### src/rtl/wb_cmd_master_arb.sv
// Round-robin arbiter over NUM_CH command streams feeding one classic WISHBONE master
// with rty retry. Optional TXN abort timer is enabled by `define WBCMD_TIMEOUT_EN.
module wb_cmd_master_arb #(
  parameter int NUM_CH         = 2,
  parameter int WB_ADR_BITS    = 22,
  parameter int DATA_BITS      = 32,
  parameter int MAX_RETRY      = 3,
  parameter int TIMEOUT_CYCLES = 1024
) (
  input  logic                                wb_clk_i,
  input  logic                                wb_rst_ni,
  input  logic [NUM_CH*(WB_ADR_BITS+2)-1:0]   cmd_addr_i,
  input  logic [NUM_CH*DATA_BITS-1:0]         cmd_data_i,
  input  logic [NUM_CH-1:0]                   cmd_valid_i,
  output logic [NUM_CH-1:0]                   cmd_ack_o,
  output logic [NUM_CH-1:0]                   rsp_valid_o,
  output logic [DATA_BITS-1:0]                rsp_data_o,
  output logic [1:0]                          rsp_status_o,
  output logic                                wb_cyc_o,
  output logic                                wb_stb_o,
  output logic                                wb_we_o,
  output logic [WB_ADR_BITS-1:0]              wb_adr_o,
  output logic [DATA_BITS-1:0]                wb_dat_o,
  output logic [DATA_BITS/8-1:0]              wb_sel_o,
  input  logic [DATA_BITS-1:0]                wb_dat_i,
  input  logic                                wb_ack_i,
  input  logic                                wb_err_i,
  input  logic                                wb_rty_i
);

  localparam int CW = WB_ADR_BITS + 2;
  localparam int SW = DATA_BITS / 8;
  localparam int PW = (NUM_CH > 1) ? $clog2(NUM_CH) : 1;
  localparam int RW = (MAX_RETRY > 0) ? $clog2(MAX_RETRY + 1) : 1;

  typedef enum logic [2:0] {S_IDLE, S_ACCEPT, S_TXN, S_RETRY, S_RESP} state_e;

  state_e                 state_q;
  logic [PW-1:0]          rr_q, gnt_q, gnt_d, rr_d;
  logic                   gnt_vld_d;
  logic [RW-1:0]          retry_q;
  logic                   read_q, rd_sel_d;
  logic [WB_ADR_BITS-1:0] adr_sel_d;
  logic [DATA_BITS-1:0]   dat_sel_d;
  logic [NUM_CH-1:0]      cmd_ack_q, rsp_valid_q;
  logic [DATA_BITS-1:0]   rsp_data_q, wb_dat_q;
  logic [1:0]             rsp_status_q;
  logic                   cyc_q, we_q;
  logic [WB_ADR_BITS-1:0] adr_q;
  logic [SW-1:0]          sel_q;

  function automatic logic [PW-1:0] wrap_add(input logic [PW-1:0] a, input int b);
    int s;
    s = int'(a) + b;
    if (s >= NUM_CH) s = s - NUM_CH;
    return PW'(s);
  endfunction

  // First requester at or after the round-robin pointer.
  always_comb begin
    gnt_vld_d = 1'b0;
    gnt_d     = '0;
    for (int i = 0; i < NUM_CH; i++) begin
      if (!gnt_vld_d && cmd_valid_i[wrap_add(rr_q, i)]) begin
        gnt_vld_d = 1'b1;
        gnt_d     = wrap_add(rr_q, i);
      end
    end
  end

  always_comb begin
    rr_d      = wrap_add(gnt_q, 1);
    rd_sel_d  = cmd_addr_i[int'(gnt_d)*CW + CW - 1];
    adr_sel_d = cmd_addr_i[int'(gnt_d)*CW +: WB_ADR_BITS];
    dat_sel_d = cmd_data_i[int'(gnt_d)*DATA_BITS +: DATA_BITS];
  end

`ifdef WBCMD_TIMEOUT_EN
  localparam int TW = $clog2(TIMEOUT_CYCLES + 1);
  logic [TW-1:0] tmo_q;
`endif

  always_ff @(posedge wb_clk_i or negedge wb_rst_ni) begin
    if (!wb_rst_ni) begin
      state_q      <= S_IDLE;
      rr_q         <= '0;
      gnt_q        <= '0;
      retry_q      <= '0;
      read_q       <= 1'b0;
      cmd_ack_q    <= '0;
      rsp_valid_q  <= '0;
      rsp_data_q   <= '0;
      rsp_status_q <= 2'b00;
      cyc_q        <= 1'b0;
      we_q         <= 1'b0;
      adr_q        <= '0;
      wb_dat_q     <= '0;
      sel_q        <= '0;
`ifdef WBCMD_TIMEOUT_EN
      tmo_q        <= '0;
`endif
    end else begin
      cmd_ack_q   <= '0;
      rsp_valid_q <= '0;
      case (state_q)
        S_IDLE: begin
          if (gnt_vld_d) begin
            gnt_q            <= gnt_d;
            read_q           <= rd_sel_d;
            we_q             <= !rd_sel_d;
            sel_q            <= rd_sel_d ? '0 : '1;
            adr_q            <= adr_sel_d;
            wb_dat_q         <= dat_sel_d;
            cmd_ack_q[gnt_d] <= 1'b1;
            state_q          <= S_ACCEPT;
          end
        end
        S_ACCEPT: begin
          rr_q    <= rr_d;
          cyc_q   <= 1'b1;
          state_q <= S_TXN;
        end
        S_TXN: begin
          if (wb_ack_i) begin
            rsp_data_q         <= read_q ? wb_dat_i : wb_dat_q;
            rsp_status_q       <= 2'b00;
            rsp_valid_q[gnt_q] <= 1'b1;
            cyc_q              <= 1'b0;
            state_q            <= S_RESP;
          end else if (wb_err_i) begin
            rsp_status_q       <= 2'b01;
            rsp_valid_q[gnt_q] <= 1'b1;
            cyc_q              <= 1'b0;
            state_q            <= S_RESP;
          end else if (wb_rty_i) begin
            cyc_q <= 1'b0;
            if (int'(retry_q) < MAX_RETRY) begin
              retry_q <= retry_q + RW'(1);
              state_q <= S_RETRY;
            end else begin
              rsp_status_q       <= 2'b10;
              rsp_valid_q[gnt_q] <= 1'b1;
              state_q            <= S_RESP;
            end
`ifdef WBCMD_TIMEOUT_EN
          end else if (tmo_q >= TW'(TIMEOUT_CYCLES - 1)) begin
            // Counter parks at TIMEOUT_CYCLES until RESP clears it.
            tmo_q              <= TW'(TIMEOUT_CYCLES);
            rsp_status_q       <= 2'b11;
            rsp_valid_q[gnt_q] <= 1'b1;
            cyc_q              <= 1'b0;
            state_q            <= S_RESP;
          end else begin
            tmo_q <= tmo_q + TW'(1);
`endif
          end
        end
        S_RETRY: begin
`ifdef WBCMD_TIMEOUT_EN
          tmo_q   <= '0;
`endif
          cyc_q   <= 1'b1;
          state_q <= S_TXN;
        end
        S_RESP: begin
          retry_q <= '0;
`ifdef WBCMD_TIMEOUT_EN
          tmo_q   <= '0;
`endif
          state_q <= S_IDLE;
        end
        default: state_q <= S_IDLE;
      endcase
    end
  end

  assign cmd_ack_o    = cmd_ack_q;
  assign rsp_valid_o  = rsp_valid_q;
  assign rsp_data_o   = rsp_data_q;
  assign rsp_status_o = rsp_status_q;
  assign wb_cyc_o     = cyc_q;
  assign wb_stb_o     = cyc_q;
  assign wb_we_o      = we_q;
  assign wb_adr_o     = adr_q;
  assign wb_dat_o     = wb_dat_q;
  assign wb_sel_o     = sel_q;

endmodule
### config.mk
export PLATFORM = sky130hd
export DESIGN_NAME = wb_cmd_master_arb
export DESIGN_NICKNAME = d
export VERILOG_FILES = /design/src/rtl/wb_cmd_master_arb.sv
export SDC_FILE = /design/constraint.sdc
export NUM_CORES = 1
export LEC_CHECK = 0
export ABC_AREA = 1
export CELL_PAD_IN_SITES_DETAIL_PLACEMENT = 1
export CELL_PAD_IN_SITES_GLOBAL_PLACEMENT = 2
export CORE_ASPECT_RATIO = 0.5
export CORE_MARGIN = 8
export CORE_UTILIZATION = 23
export DETAILED_ROUTE_END_ITERATION = 10
export GPL_ROUTABILITY_DRIVEN = 0
export MAX_ROUTING_LAYER = met4
export PLACE_DENSITY_LB_ADDON = 0.3
export SLEW_MARGIN = 20
export SYNTH_ARGS = -nofsm -noshare
export SYNTH_HDL_FRONTEND = slang
export SYNTH_SLANG_ARGS = --single-unit
### constraint.sdc
create_clock -name wb_clk_i -period 2.7 [get_ports wb_clk_i]
set_input_delay 0.405 -clock wb_clk_i [delete_from_list [all_inputs] [get_ports wb_clk_i]]
set_output_delay 0.405 -clock wb_clk_i [all_outputs]
set_load 0.02 [all_outputs]
==> flow_summary.ini <==
[run_status]
run_status = finished clean

[power_and_ir_drop]
fin_total_pwr_mw = 8.96
leakage_nw = 3.62
power_density_nw_per_um2 = 1110
ir_drop_mv = 0.392

[detailed_routing]
antenna_left = 0
drc = 0
wl_per_cell_um = 17.7
via_per_inst = 4.36
drt_iter0_markers = 168
wl_um = 20700
vias = 5119
drtPass1Iterations = 4

[final_layout]
n_antenna_cell = 0
final_cell_mix = clkdlybuf4s50_1 (246), nand2_1 (185), nand3_1 (168)
final_nets = 1021
fillerInstances = 2592
area_growth_pct = 58.6
final_common_cell = clkdlybuf4s50_1
drive_above_1_share = 0.0481

[sta]
maxSlewViolCount = 0
tightest_slew_ns = 0.854
final_hold_viol_count = 0
max_freq_mhz = 513
fin_tns_setup_ns = 0
rsz0062_at_grt = false
finalSetupViolCount = 0
finalCritPeriodShare = 0.722
min_period_ns = 1.95
slew_headroom = 0.429
skew_ns = 0.00987

[floorplan]
io_pins = 250
dieWidth_um = 227
rows = 38
die_area_um2 = 27500
die_h_um = 121
core_area_um2 = 21700
start_util = 0.235

[grt]
gr-total-overflow = 0
grt_pass1_wl_um = 31700
antenna_found_initial = 0
track_usage = 0.155
grt_pass1_vias = 5448
grt_max_degree = 49

[synth]
ys_seq_area_frac = 0.501
yosysTopAreaCellShare = 0.501
ys_types = 22
syn_area_um2 = 5100
yosysTopAreaCell = dfrtp_1
ys_seq_elements = 102
synth_area_per_cell_um2 = 7.88
synth_cells = 647
synth_nets = 800
ys_top_cells_by_area = dfrtp_1 (50%), nand3_1 (16%), nand2_1 (14%), o21ai_0 (5.6%), inv_1 (3.3%)
ys_warn_count = 0

[setup_path]
arrival_ns = 2.24
worstSetupPathType = reg -> reg
cp_slowest_stage_delay_ns = 0.75
worstPathRequired_ns = 2.99
worstPathMaxFanout = 35
slowest_stage = nor2_4
end_kind = register
crit_chain = nor2_4 -> nand2_4 -> nor2_4 -> nand2_1 -> nand2_1
worstSetupStartpointType = register
r2r_slack_ns = 0.75

[clocking]
cts_resized = 0
clk-insertion-delay-late_ns = 0.35
cts_tree = yes
cts_sinks = 102
h-tree-depth = 3
postCtsSetupBuffers = 0
clkTransAtPathRegs_ns = 0.08
clockRootBuffer = clkbuf_16
cts_buffer_depth = 2
numCtsBuffers = 9

[placed_design]
hpwl_um = 15600
io_buffer_count = 247

[job]
cap_viol_max_count = 0

[min_path]
worstHoldPathType = reg -> reg
cell families (layout without fill, tap and decap cells):
| kind of cell | count (synthesis) | count (layout) | synth area share |
|---|---|---|---|
| adders and majority gates | 2 | 2 | 0.00491 |
| buffers and inverters | 100 | 326 | 0.0996 |
| DFF | 102 | 102 | 0.501 |
| and+or+nand+nor | 373 | 373 | 0.322 |
| AOI/OAI and AO/OA | 70 | 70 | 0.0726 |
area by class of cell:
| class | count | area (um2) | area share |
|---|---|---|---|
| Clock inverter | 4 | 53.8 | 0.00665 |
| Timing Repair Buffer | 260 | 2610 | 0.322 |
| Inverter | 50 | 189 | 0.0234 |
| Sequential cell | 102 | 2550 | 0.316 |
| Tap cell | 300 | 375 | 0.0464 |
| Clock buffer | 12 | 256 | 0.0317 |
| Multi-Input combinational cell | 445 | 2050 | 0.254 |
critical path: cells and delay by family, from the launching register on:
kind             cells  cell delay [ns]
flip-flops           1             0.45
AND/OR/NAND/NOR      5             1.41
worst paths after layout:
path / startpoint / endpoint / cells after the start
max: state_q[2] / rsp_data_o[2] / 5
min: gnt_q / rsp_valid_o[0] / 1
max reg2reg: state_q[2] / rsp_data_o[2] / 5
min reg2reg: gnt_q / rsp_valid_o[0] / 1
max in group asynchronous: wb_rst_ni / rsp_data_o[21] / 3
min in group asynchronous: wb_rst_ni / wb_adr_o[13] / 2
metrics by stage:
step / utilization / instance area, um2 / worst slack (ns) / cells / hold WS (ns)
final: 0.372 / 8090 / 0.750 / 1173 / 0.466
after global routing: 0.372 / 8090 / 0.501 / 1173 / 0.492
after CTS: 0.372 / 8090 / 0.684 / 1173 / 0.469
after detailed placement: 0.357 / 7770 / 0.568 / 1156 / 0.344
after global placement: 0.357 / 7770 / 0.569 / 1156 / 0.340
after floorplan: - / 5100 / 1.46 / 647 / 0.109
where the power goes:
part / internal (mW) / switching, mW / total, mW
Sequential: 2.22 / 0.517 / 2.74
Clock: 0.775 / 0.617 / 1.39
Combinational: 2.00 / 2.83 / 4.84
Total: 5.00 / 3.97 / 8.96
layer usage:
| metal | up-vias | track usage | wire length, um |
|---|---|---|---|
| met1 | 2451 | 0.172 | 8540 |
| li1 | 2546 | - | - |
| met4 | 0 | 0.0409 | 372 |
| met3 | 23 | 0.0376 | 796 |
| met2 | 99 | 0.277 | 11000 |
| met5 | - | - | 0 |
repair_timing:
item                                   in CTS  in global routing
endpoints found under the hold margin      22                  0
setup endpoints to repair                   0                  0
hold buffers                                1                  0
state kept, by name (all words and copies together) (netlist names), 2 cells and up:
name,count
state_q,3
retry_q,2
rsp_status_o,2
wb_dat_o,32
rsp_valid_o,2
cmd_ack_o,2
rsp_data_o,32
wb_adr_o,22
cell usage after synthesis:
| library cell | instances |
|---|---|
| nor2_4 | 1 |
| clkbuf_1 | 8 |
| buf_1 | 1 |
| nor2_2 | 2 |
| a21boi_4 | 1 |
| nor2_1 | 11 |
| buf_6 | 5 |
| a21oi_2 | 1 |
| nand2_2 | 2 |
| nand3_1 | 168 |
| nand2_1 | 185 |
| ha_1 | 2 |
| inv_2 | 5 |
| buf_4 | 20 |
| nand2_4 | 1 |
| dfrtp_1 | 102 |
| nand4_1 | 3 |
| buf_2 | 16 |
| o21ai_0 | 57 |
| o21ai_1 | 10 |
| o211ai_1 | 1 |
| inv_1 | 45 |
Note: power is estimated with default switching activity, not from simulation.
